[config.mk]
export PLATFORM = sky130hd
export DESIGN_NAME = bcd_display_scan_flat
export DESIGN_NICKNAME = d
export VERILOG_FILES = /design/src/rtl/bcd_display_scan_if.sv /design/src/rtl/bcd_display_scan.sv /design/src/flat_wrapper.sv
export SDC_FILE = /design/constraint.sdc
export NUM_CORES = 1
export LEC_CHECK = 0
export CAP_MARGIN = 40
export CORE_UTILIZATION = 35
export DETAILED_ROUTE_END_ITERATION = 10
export GPL_TIMING_DRIVEN = 0
export PLACE_DENSITY = 0.59
export SKIP_LAST_GASP = 1
export SLEW_MARGIN = 20
export SYNTH_ARGS = -nofsm -noshare
export SYNTH_HDL_FRONTEND = slang
export SYNTH_SLANG_ARGS = --single-unit
[constraint.sdc]
create_clock -name clk -period 1.4 [get_ports clk]
set_clock_uncertainty 0.05 [all_clocks]
set_input_delay 0.14 -clock clk [delete_from_list [all_inputs] [get_ports clk]]
set_output_delay 0.14 -clock clk [all_outputs]
set_load 0.005 [all_outputs]
[src/rtl/bcd_display_scan_if.sv]
// Bus bundle for the two-digit BCD display scanner: capture inputs in, segment/anode drive and status out.
interface bcd_display_scan_if;
   logic [7:0] x;
   logic       load;
   logic       blank_lz;
   logic [6:0] seg;
   logic [1:0] an;
   logic       err;
   logic       ack;

   modport master (output x, load, blank_lz, input seg, an, err, ack);
   modport slave  (input x, load, blank_lz, output seg, an, err, ack);
endinterface

[src/rtl/bcd_display_scan.sv]
// Two-digit multiplexed seven-segment driver: latches a BCD word and scans units, gap, tens, gap.
module bcd_display_scan #(
   parameter int unsigned DIV = 4
) (
   input logic             clk,
   input logic             reset_n,
   bcd_display_scan_if.slave bus
);

   localparam int unsigned   CW   = $clog2(DIV + 1);
   localparam logic [CW-1:0] LAST = CW'(DIV - 1);

   typedef enum logic [1:0] {
      SHOW_U = 2'd0,
      GAP_U  = 2'd1,
      SHOW_T = 2'd2,
      GAP_T  = 2'd3
   } scan_state_t;

   scan_state_t   state;
   scan_state_t   state_next;
   logic [CW-1:0] presc;
   logic [7:0]    word;
   logic          started;
   logic [6:0]    seg_next;
   logic [1:0]    an_next;

   function automatic logic [6:0] decode(input logic [3:0] d);
      case (d)
         4'd0:    decode = 7'h3F;
         4'd1:    decode = 7'h06;
         4'd2:    decode = 7'h5B;
         4'd3:    decode = 7'h4F;
         4'd4:    decode = 7'h66;
         4'd5:    decode = 7'h6D;
         4'd6:    decode = 7'h7D;
         4'd7:    decode = 7'h07;
         4'd8:    decode = 7'h7F;
         4'd9:    decode = 7'h6F;
         default: decode = 7'h79;
      endcase
   endfunction

   // Capture path runs independently of the scan, so a load never disturbs the slot timing.
   always_ff @(posedge clk or negedge reset_n) begin
      if (!reset_n) begin
         word    <= 8'h00;
         bus.err <= 1'b0;
         bus.ack <= 1'b0;
      end else begin
         bus.ack <= bus.load;
         if (bus.load) begin
            word    <= bus.x;
            bus.err <= (bus.x[7:4] > 4'd9) | (bus.x[3:0] > 4'd9);
         end
      end
   end

   // The first edge after reset only arms the scan, so the registered 00 drive persists one cycle.
   always_ff @(posedge clk or negedge reset_n) begin
      if (!reset_n) begin
         state   <= SHOW_U;
         presc   <= '0;
         started <= 1'b0;
      end else begin
         started <= 1'b1;
         state   <= state_next;
         if (state_next != state)
            presc <= '0;
         else if (started && (state == SHOW_U || state == SHOW_T))
            presc <= presc + CW'(1);
      end
   end

   always_comb begin
      state_next = state;
      if (started) begin
         case (state)
            SHOW_U: if (presc == LAST) state_next = GAP_U;
            GAP_U:  state_next = SHOW_T;
            SHOW_T: if (presc == LAST) state_next = GAP_T;
            GAP_T:  state_next = SHOW_U;
         endcase
      end
   end

   always_comb begin
      seg_next = 7'h00;
      an_next  = 2'b00;
      if (started) begin
         case (state)
            SHOW_U: begin
               an_next  = 2'b01;
               seg_next = decode(word[3:0]);
            end
            SHOW_T: begin
               an_next  = 2'b10;
               seg_next = (bus.blank_lz && word[7:4] == 4'd0) ? 7'h00 : decode(word[7:4]);
            end
            GAP_U, GAP_T: begin
               an_next  = 2'b00;
               seg_next = 7'h00;
            end
         endcase
      end
   end

   always_ff @(posedge clk or negedge reset_n) begin
      if (!reset_n) begin
         bus.seg <= 7'h00;
         bus.an  <= 2'b00;
      end else begin
         bus.seg <= seg_next;
         bus.an  <= an_next;
      end
   end

endmodule
[src/flat_wrapper.sv]
// flat-port wrapper written by rule: the top's interface ports become plain ports
module bcd_display_scan_flat 
#(
   parameter int unsigned DIV = 4
)
  (clk, reset_n, bus_x, bus_load, bus_blank_lz, bus_seg, bus_an, bus_err, bus_ack);
  bcd_display_scan_if bus_i ();
  input logic clk;
  input logic reset_n;
  input wire logic [$bits(bus_i.x)-1:0] bus_x;
  input wire logic [$bits(bus_i.load)-1:0] bus_load;
  input wire logic [$bits(bus_i.blank_lz)-1:0] bus_blank_lz;
  output wire logic [$bits(bus_i.seg)-1:0] bus_seg;
  output wire logic [$bits(bus_i.an)-1:0] bus_an;
  output wire logic [$bits(bus_i.err)-1:0] bus_err;
  output wire logic [$bits(bus_i.ack)-1:0] bus_ack;
  assign bus_i.x = bus_x;
  assign bus_i.load = bus_load;
  assign bus_i.blank_lz = bus_blank_lz;
  assign bus_seg = bus_i.seg;
  assign bus_an = bus_i.an;
  assign bus_err = bus_i.err;
  assign bus_ack = bus_i.ack;
  bcd_display_scan #(.DIV(DIV)) u_core (.clk(clk), .reset_n(reset_n), .bus(bus_i));
endmodule
Word-level counts from Yosys, hierarchy flattened
Memories as Yosys holds them, arrays and structs flattened. Cells that the tools add are included.

Memories kept: 2. Bits of input ports: 12. Bits in registers: 25. Output and inout port bits: 11. Bits in read-only memories: 224. Logic and storage cells: 37.

Bitwise operators: 1. Reductions and logical operators: 7. Magnitude comparators: 2. Add/sub/neg operators: 1. Multiplexer cells: 11. Equal/unequal tests: 5.

Memory list: (name not given) (words 16, bits a word 7, read ports 1, clocked after memory_dff 0, wr ports 0, line bcd_display_scan.sv:29) `case (d)`; (name not given) (words 16, bits a word 7, read ports 1, clocked after memory_dff 0, wr ports 0, line bcd_display_scan.sv:29).

Operators with widths (number): $pmux W7 S3 (1); $mux W7 (2); $gt A4 B4 Y1 const B (2); $mux W2 (4); $pmux W2 S4 (1); $mux W3 (2); $pmux W2 S3 (1); $eq A2 B2 Y1 const B (2); $logic_not A4 Y1 (1); $add A3 B1 Y3 const B (1); $eq A3 B2 Y1 const B (1); $eq A2 B1 Y1 const B (1); $logic_and A1 B1 Y1 (2); $logic_not A2 Y1 (1); $ne A2 B2 Y1 (1); $reduce_bool A2 Y1 (1); $reduce_or A2 Y1 (1); $logic_or A1 B1 Y1 (1); $or A1 B1 Y1 (1).

Longest topological paths before layout
Gate-level depths: netlist of run 1.

Depth after elaboration: 6. Gate-level depth with buffers: 6. Mapped depth without buffers: 5.

Worst setup path before layout of run 1
OpenSTA, ideal clock, no wires.

Kind: register -> register. Start: register u_core.word[4]. End: register u_core.bus.seg[2]. Setup slack: -0.087 ns. Data required time: 1.224 ns. Clock period less this slack: 1.487 ns. Buffers on the path: 0. Cell stages (with the launch flop): 6. Library setup time: 0.126 ns. Arrival time: 1.311 ns. Cell sequence: dfrtp_1 > inv_1 > ha_1 > or3b_1 > a41o_1 > o311a_1.

Longest elaborated chain between the ends: 5. Elaborated cells between the ends (all ways): 6. Those cells by class: mux: 3; reduce/logical: 2; memory: 1.

RTL lines: start, declared (line bcd_display_scan.sv:23) `logic [7:0] word;`; start signal, assigned (line bcd_display_scan.sv:53) `word <= bus.x;`; parallel branches: the longest is 2 deep, another holds $mem_v2 Z16 W7; $mux W7 * (line bcd_display_scan.sv:98) `seg_next = (bus.blank_lz && word[7:4] == 4'd0) ? 7'h00 : decode(word[7:4]);`; $pmux W7 S3 * (line bcd_display_scan.sv:91) `case (state)`; $mux W7 * (line bcd_display_scan.sv:90) `if (started) begin`; net u_core.seg_next[2] (line bcd_display_scan.sv:25) `logic [6:0] seg_next;`; end signal, assigned (line bcd_display_scan.sv:113) `bus.seg <= seg_next;`; end, declared (line bcd_display_scan_if.sv:12) `modport slave (input x, load, blank_lz, output seg, an, err, ack);`.

Mark *: on every way through the listed nets, which the timed path passes. A chain may end at the register's enable or synchronous reset.

Worst setup path after layout of run 1
Ends and elaborated chain as after synthesis.

==> results of run 1 <==
## repair_timing
item / CTS / global route
gates resized for setup: 18 / 6
hold endpoints to repair: 25 / 0
hold buffers: 1 / 0
pin swaps: 9 / 4
gates cloned: 0 / 0
setup buffers: 8 / 1
endpoints found under the setup margin: 9 / 8
## worst reg2reg max path: stages, from the launching register on
cell	delay, ns
dfrtp_1	0.39
inv_2	0.12
buf_12	0.12
ha_4	0.14
nand4bb_4	0.15
a41o_1	0.27
o311a_1	0.13
## synth_stat cells (all sizes together), types with 2 or more instances
cell type	instances	area share [%]
nor2b	5	2.3
o21ai	15	5.6
dfrtp	25	47
mux2	3	2.5
clkbuf	3	0.84
inv	11	3.1
and2	3	1.4
nand2	12	3.4
nand3b	2	1.1
o211ai	2	1.1
o311ai	3	2.0
nand3	2	0.75
a221oi	4	2.6
buf	2	0.94
mux2i	2	1.5
nor2	2	0.56
ha	14	13
## metrics by stage
| step | total power, W | cells | instance area (sq um) |
|---|---|---|---|
| after floorplan | 0.001522 | 126 | 1339 |
| after global placement | 0.001885 | 196 | 1619 |
| after detailed placement | 0.001904 | 196 | 1614 |
| after CTS | 0.002451 | 208 | 1827 |
| after global routing | 0.002677 | 209 | 1864 |
| final | 0.002501 | 209 | 1864 |
## worst min-delay path by stage
stage                     from  slack [ns]          endpoint  cells past startpoint
2_1_floorplan          reset_n       -0.21         async pin                      0
3_3_place_gp   u_core.presc[0]        0.42   u_core.presc[0]                      1
3_5_place_dp           reset_n        0.12  u_core.bus.an[1]                      1
4_1_cts                reset_n        0.36   u_core.state[0]                      2
5_1_grt               bus_x[0]        0.37    u_core.word[0]                      3
6_report               reset_n        0.33  u_core.bus.an[1]                      2
## metal layers
layer  global-route usage [%]  part of all wire, %
met1                    17.49                   45
met2                    27.66                   51
met3                    2.500                  3.1
met4                    4.261                 0.63
met5                        0                    0
## registers in the layout, indices dropped and copies added, names as in the netlist, named ones only
signal	cells
u_core.word	8
u_core.state	1
u_core.bus.an	2
u_core.presc	3
u_core.started	1
u_core.bus.ack	1
u_core.bus.seg	7
u_core.bus.err	1
## logic make-up (layout without fill, tap and decap cells)
kind of cell,Yosys count,in the layout
buffers and inverters,17,52
DFF,25,25
muxes,5,5
and+or+nand+nor,30,30
other,1,1
AOI/OAI and AO/OA,34,34
adders and majority gates,14,14
## area by class of cell
type	instances	area, sq um	share of cell area (%)
clock buffer	3	41.29	2.215
sequential	25	626.9	33.62
multi-input combinational	84	754.5	40.47
tap	48	60.06	3.221
inverter	12	45.04	2.416
buffer	4	20.02	1.074
timing repair buffer	32	309.0	16.58
clock inverter	1	7.507	0.4027
## power breakdown
group,switching (W),total (W),internal (W)
registers,0.0000863,0.000984,0.000898
logic,0.000514,0.00108,0.000566
clock network,0.000236,0.000438,0.000202
total,0.000836,0.00250,0.00167
==> reports/metrics.csv, run 1 <==
metric;value;unit
clock network latency to the later pin of the worst-skew pair;0.27;ns
# diodes;0;
hpwl dp;1.957;mm
Hold Vio Cnt, Final;0;
I/O pin cnt;23;
simple logic cell fraction of the synthesized area;13.39;%
Synth Instances;126;
unrepaired setup endpoints after global routing;yes;
Crit-path slowest cell;dfrtp_1;
Syn Area/Cell;10.61;sq um
Total GRT Usage;14.95;%
worst r2r src;u_core.word[4];
vias in the first global route;1058;
vias after detailed routing;1011;
1st-iter DRT viols;25;
total gr overflow;0;
post-synthesis sequential area ratio;46.82;%
Post-synth EDFFs;0;
CP Data Arrival Time;1.59;ns
RD Place Congestion;0.7807;
Setup CP Type;reg -> reg;
status;complete, but fails checks;
DRT Wirelength;2.684;mm
fin util;50.92;%
CP top delay family;compound AO/OA/AOI/OAI gates;
Post-Synthesis Cell Area;1336;sq um
multiplexer share of the synthesized area;4.026;%
yosys warns;0;
Worst slew margin;62.72;%
crit path capture type;register;
main combinational cell family by area after synthesis;compound AO/OA/AOI/OAI gates;
Die ar.;4069;sq um
crit path cell chain;inv_2, buf_12, ha_4, nand4bb_4, a41o_1, o311a_1;
crit path max fanout;6;
initial core utilization;36.50;%
Worst-Margin Slew;0.5591;ns
fraction of layout cells with a size suffix above 1;25.47;%
failing checks;setup timing;
most frequent cells in the layout;dfrtp_1 (24), clkdlybuf4s50_1 (21), nand2_1 (12);
clk sinks;25;
Root Driver;clkbuf_8;
commonest non-fill, non-tap cell in the layout;dfrtp_1;
Port Buffer Count;22;
core area;3661;sq um
pre-CTS worst setup slack;-0.1758;ns
setup violators final;6;
CTS clock-pin slew for the worst setup and hold paths;0.09;ns
worst path bufs/invs;2;
pin count of the biggest net entering global routing;26;
CP startpoint;u_core.word[4];
final setup TNS;-0.2946;ns
Yosys cell types;38;
wire per inst;12.84;um
worst hold path class;in -> async;
Longest Clk Path Bufs;2;
register bit total from synthesis;25;
first-pass GRT wire length;4.774;mm
nets;188;
fill count;327;
Synth Area in Adders;13.11;%
Required @ worst endpoint;1.51;ns
post-DR vias/cell;4.837;
Layout area overhead;39.51;%
crit path launch type;register;
post-route clock period utilization;106.2;%
CTS tree;yes;
Pwr Density;1342;nW/um^2
min Tclk post-route;1.487;ns
Die X-Extent;63.79;um
htree depth;1;
Max Cap Violations;0;
top_reg_cell synth;dfrtp_1;
Worst Setup Slack, final;-0.08738;ns
initial antenna violation count;0;
worst r2r path cells;6;
ys async rst share;100.0;%
Post-Synth XOR/XNOR Area;0;%
post-synthesis compound-gate area fraction;17.23;%
die height;63.79;um
cell count along the critical path;6;
R2R setup slack;-0.09;ns
crit path to;u_core.bus.seg[2];
VDD IR max;0.0004525;V
post-route ant nets;0;
worst r2r dst;u_core.bus.seg[2];
Pre-Repair DR Iteration Count;4;
Worst path max stage delay;0.39;ns
Num CTS Buffers;3;
Hold Slack;0.3304;ns
Pleak;0.7959;nW
row count;22;
Post-Syn Nets;152;
Max Freq;672.3;MHz
fin. max-slew vios;0;
DRC viols;0;
Power figures use the tool's default switching activity.
==> run 2, diff against run 1 <==
clock period = 1.28 ns   (was 1.4 ns; I/O delays follow)
==> run 2 against run 1 <==
The flow still finishes with violations (setup timing). Sequential share of layout area decreased by 2.4 points. Wire length increased by 8.8%. Utilization increased by 4.0 points. Final cell count increased by 3.3%. Critical path depth unchanged. Die area unchanged. Total power increased by 20%. Fmax decreased by 2.8%. First-iteration DRC count increased by 16%. Design area increased by 7.8%. Setup slack got worse by 0.16 ns. Combinational power increased by 35%.
==> reports/metrics.csv, run 2 (same netlist as run 1, synthesis figures left out) <==
metric;value;unit
status;complete, but fails checks;
failing checks;setup timing;
initial antenna violation count;0;
worst r2r src;u_core.word[4];
Layout area overhead;50.37;%
post-route ant nets;0;
post-route clock period utilization;119.6;%
met1 Use GR;19.11;%
most frequent cells in the layout;dfrtp_1 (24), nand2_1 (12), buf_4 (11);
Required @ worst endpoint;1.36;ns
unrepaired setup endpoints after global routing;yes;
worst hold path class;in -> async;
1st-iter DRT viols;29;
htree depth;1;
Most Crowded Layer GR;met2;
Pre-Repair DR Iteration Count;4;
vias after detailed routing;1079;
DRC viols;0;
CTS clock-pin slew for the worst setup and hold paths;0.09;ns
hpwl dp;1.966;mm
Port Buffer Count;22;
wire per inst;13.52;um
Num CTS Buffers;3;
core area;3661;sq um
Root Driver;clkbuf_8;
Total GRT Usage;16.10;%
setup violators final;7;
max reg flops;8;
Worst-Margin Slew;0.5464;ns
commonest non-fill, non-tap cell in the layout;dfrtp_1;
DRT Wirelength;2.921;mm
fin. max-slew vios;0;
Setup CP Type;reg -> reg;
clock network latency to the later pin of the worst-skew pair;0.27;ns
pin count of the biggest net entering global routing;26;
nets;195;
post-DR vias/cell;4.995;
Max Freq;653.3;MHz
die height;63.79;um
# diodes;0;
Pwr Density;1494;nW/um^2
Longest Clk Path Bufs;2;
total gr overflow;0;
GR Util met3;2.500;%
Max Cap Violations;0;
Pleak;0.9598;nW
vias in the first global route;1096;
min Tclk post-route;1.531;ns
I/O pin cnt;23;
CTS tree;yes;
Worst slew margin;63.57;%
fraction of layout cells with a size suffix above 1;32.74;%
crit path capture type;register;
RD Place Congestion;0.8714;
worst r2r dst;u_core.bus.seg[5];
fin util;54.89;%
clk sinks;25;
Worst Setup Slack, final;-0.2506;ns
crit path max fanout;3;
initial core utilization;36.50;%
met2 Track Usage GR;29.79;%
pre-CTS worst setup slack;-0.2766;ns
Hold Vio Cnt, Final;0;
Die X-Extent;63.79;um
worst r2r path cells;6;
Hold Slack;0.3196;ns
R2R setup slack;-0.25;ns
CP Data Arrival Time;1.61;ns
top flop regs;u_core.word (8), u_core.bus.seg (7), u_core.presc (3);
Largest Register;u_core.word;
Die ar.;4069;sq um
first-pass GRT wire length;5.071;mm
row count;22;
VDD IR max;0.0005561;V
crit path launch type;register;
-- run 2: changes by cell type in the layout (fill, tap and decap cells not counted), moves of 3 or more --
cell             previous run  this run
clkdlybuf4s50_1            21        10
ha_4                        3         6
dlymetal6s2s_1              0         8
dlygate4sd2_1               0         3
buf_4                       8        11
buf_6                       1         4
-- run 2: area by class of cell --
class                   count  area [sq um]
well taps                  48         60.06
multi-input cells          84         822.0
repair buffers             38         369.1
plain buffers               5         36.28
inverters                  12         50.05
clock buffers               4         45.04
flip-flops and latches     25         626.9
fillers                   316          1652
-- run 2: metrics by stage --
step	setup TNS (ns)	cell area, sq um	power (W)	cells
global placement	-9.373	1620	0.002060	196
finish	-1.231	2009	0.003003	216
detailed placement	-2.317	1615	0.002099	196
global route	-1.798	2009	0.003204	216
floorplan	-0.2652	1340	0.001669	126
CTS	-1.328	1858	0.002757	214
-- run 2: how the worst max path moves through the flow --
stage / startpoint / endpoint / slack (ns) / cells after the start
5_1_grt: u_core.word[4] / u_core.bus.seg[2] / -0.29 / 6
6_report: u_core.word[4] / u_core.bus.seg[5] / -0.25 / 6
4_1_cts: u_core.word[4] / u_core.bus.seg[2] / -0.23 / 5
3_3_place_gp: reset_n / u_core.word[2] / -0.29 / 1
2_1_floorplan: u_core.word[4] / u_core.bus.seg[2] / -0.16 / 5
3_5_place_dp: u_core.word[5] / u_core.bus.seg[5] / -0.28 / 5
-- run 2: worst max-delay path, stage by stage, from the launching register on --
cell      delay (ns)
dfrtp_1         0.39
inv_2           0.08
buf_6           0.12
ha_4            0.16
nor2b_2         0.16
o311ai_2        0.33
a221oi_2        0.10
-- run 2: repair_timing --
action                                  CTS  global route
hold buffers                              1             0
endpoints found under the hold margin    25             0
pin swaps                                 7             9
gates resized for setup                  23            33
endpoints found under the setup margin   13            19
gates cloned                              1             0
buffers inserted                         12             2
-- run 2: where the power goes --
| part | internal (W) | total (W) | switching [W] |
|---|---|---|---|
| Clock | 0.000222 | 0.000460 | 0.000237 |
| Combinational | 0.000762 | 0.00146 | 0.000702 |
| Sequential | 0.000981 | 0.00108 | 0.0000978 |
| Total | 0.00197 | 0.00300 | 0.00104 |
-- run 2: metal layers --
layer | vias to the layer above | wire, um | share of wire (%)
met4 | 0 | 31 | 1.1
li1 | 525 | - | -
met1 | 523 | 1204 | 41
met3 | 5 | 110 | 3.8
met2 | 26 | 1575 | 54
met5 | - | 0 | 0
==> run 3, diff against run 2 <==
--- a/config.mk
+++ b/config.mk
@@ -7,3 +7,3 @@
 export LEC_CHECK = 0
-export CAP_MARGIN = 40
+export CAP_MARGIN = 0
 export CORE_UTILIZATION = 35
--- a/constraint.sdc
+++ b/constraint.sdc
@@ -4,2 +4,2 @@
 set_output_delay 0.128 -clock clk [all_outputs]
-set_load 0.005 [all_outputs]
+set_load 0.05 [all_outputs]
==> run 3 against run 2 <==
The run still ends with setup timing left. Register-to-register slack is essentially flat. Wire length decreased by 0.51%. Critical path depth is 1 lower. Total power grew 9.9%. Sequential cell count stayed put. Worst hold slack worse by 0.0079 ns. Count of clock-buffer cells in the layout did not move. Setup slack got worse by 0.0082 ns. Via count decreased by 1.1%.
==> reports/metrics.csv, run 3 (same netlist as run 1, synthesis figures left out) <==
metric;value;unit
status;complete, but fails checks;
failing checks;setup timing;
crit path max fanout;4;
nets;191;
Hold Vio Cnt, Final;0;
post-route clock period utilization;120.2;%
CTS tree;yes;
Worst slew margin;63.66;%
Pleak;0.8403;nW
Pre-Repair DR Iteration Count;4;
hpwl dp;1.966;mm
Total GRT Usage;15.56;%
VDD IR max;0.0005991;V
CP Data Arrival Time;1.64;ns
post-route ant nets;0;
initial core utilization;36.50;%
Hold Slack;0.3117;ns
pin count of the biggest net entering global routing;26;
die height;63.79;um
I/O pin cnt;23;
row count;22;
DRC viols;0;
fraction of layout cells with a size suffix above 1;35.98;%
post-DR vias/cell;5.033;
initial antenna violation count;0;
DRT Wirelength;2.906;mm
total gr overflow;0;
Longest Clk Path Bufs;2;
Required @ worst endpoint;1.38;ns
crit path launch type;register;
final setup TNS;-1.261;ns
RD Place Congestion;0.8714;
core area;3661;sq um
Num CTS Buffers;3;
unrepaired setup endpoints after global routing;yes;
wire per inst;13.71;um
# diodes;0;
Largest Register;u_core.word;
Die X-Extent;63.79;um
vias after detailed routing;1067;
crit path capture type;register;
Max Cap Violations;0;
clk sinks;25;
vias in the first global route;1091;
Port Buffer Count;22;
Final Non-Filler Cells;212;
worst hold path class;in -> async;
CTS clock-pin slew for the worst setup and hold paths;0.09;ns
Pwr Density;1695;nW/um^2
placed cells;196;
fill count;315;
area of the multi-input gates;850.8;sq um
Max Freq;649.8;MHz
Die ar.;4069;sq um
Worst Setup Slack, final;-0.2588;ns
max reg flops;8;
sequential cell area;626.9;sq um
most frequent cells in the layout;dfrtp_1 (24), nand2_1 (12), clkbuf_2 (10), clkdlybuf4s50_1 (10), o21ai_0 (9);
fin. max-slew vios;0;
pre-CTS worst setup slack;-0.2766;ns
1st-iter DRT viols;29;
Root Driver;clkbuf_8;
Worst-Margin Slew;0.5451;ns
top flop regs;u_core.word (8), u_core.bus.seg (7), u_core.presc (3);
clock network latency to the later pin of the worst-skew pair;0.27;ns
htree depth;1;
min Tclk post-route;1.539;ns
first-pass GRT wire length;4.919;mm
Layout area overhead;45.79;%
R2R setup slack;-0.26;ns
setup violators final;8;
commonest non-fill, non-tap cell in the layout;dfrtp_1;
Setup CP Type;reg -> reg;
## run 3: what timing repair did
item,4_1_cts,5_1_grt
resized for setup,54,24
pin swaps,10,5
cloned,1,0
setup endpoints to repair,21,20
hold endpoints to repair,25,0
buffers inserted,10,0
hold buffers,1,0
## run 3: worst paths after layout
check                                         end             from  cells past startpoint
min in group clk                   u_core.word[0]         bus_x[0]                      3
worst min-delay path             u_core.bus.an[1]          reset_n                      2
worst min register to register    u_core.presc[1]  u_core.presc[1]                      1
worst max-delay path            u_core.bus.seg[2]   u_core.word[4]                      5
max in group asynchronous          u_core.word[5]          reset_n                      2
worst max register to register  u_core.bus.seg[2]   u_core.word[4]                      5
## run 3: cell type report
type                    instances  share of cell area (%)
plain buffers                   5                   1.798
multi-input cells              84                   43.67
clock buffers                   4                   2.312
flip-flops and latches         25                   32.18
inverters                      12                   2.569
well taps                      48                   3.083
repair buffers                 34                   14.39
## run 3: where the power goes
part | internal, W | switching (W) | leakage (nW) | total, W
Sequential | 0.000982 | 0.000106 | 0.309 | 0.00109
Combinational | 0.000685 | 0.00106 | 0.509 | 0.00174
Clock | 0.000223 | 0.000246 | 0.0228 | 0.000469
Total | 0.00189 | 0.00141 | 0.840 | 0.00330
## run 3: metrics by stage
| step | power (W) | util [%] | instance area, sq um |
|---|---|---|---|
| finish | 0.003301 | 53.21 | 1948 |
| global route | 0.003482 | 53.21 | 1948 |
| CTS | 0.003118 | 52.12 | 1908 |
| detailed placement | 0.002458 | 44.12 | 1615 |
| global placement | 0.002420 | 44.26 | 1620 |
| floorplan | 0.002024 | - | 1340 |
## run 3: critical path: stages, from the launching register on
cell and delay [ns]:
dfrtp_1 0.42, inv_2 0.13, ha_4 0.14, or3b_1 0.34, a41o_1 0.21, o311a_1 0.13
## run 3: routing by layer
metal	GRT usage, %	vias up	routed length [um]
met5	0	-	0
met4	4.261	0	17
met3	2.500	3	109
met2	28.59	30	1534
met1	18.54	514	1244
li1	-	520	-
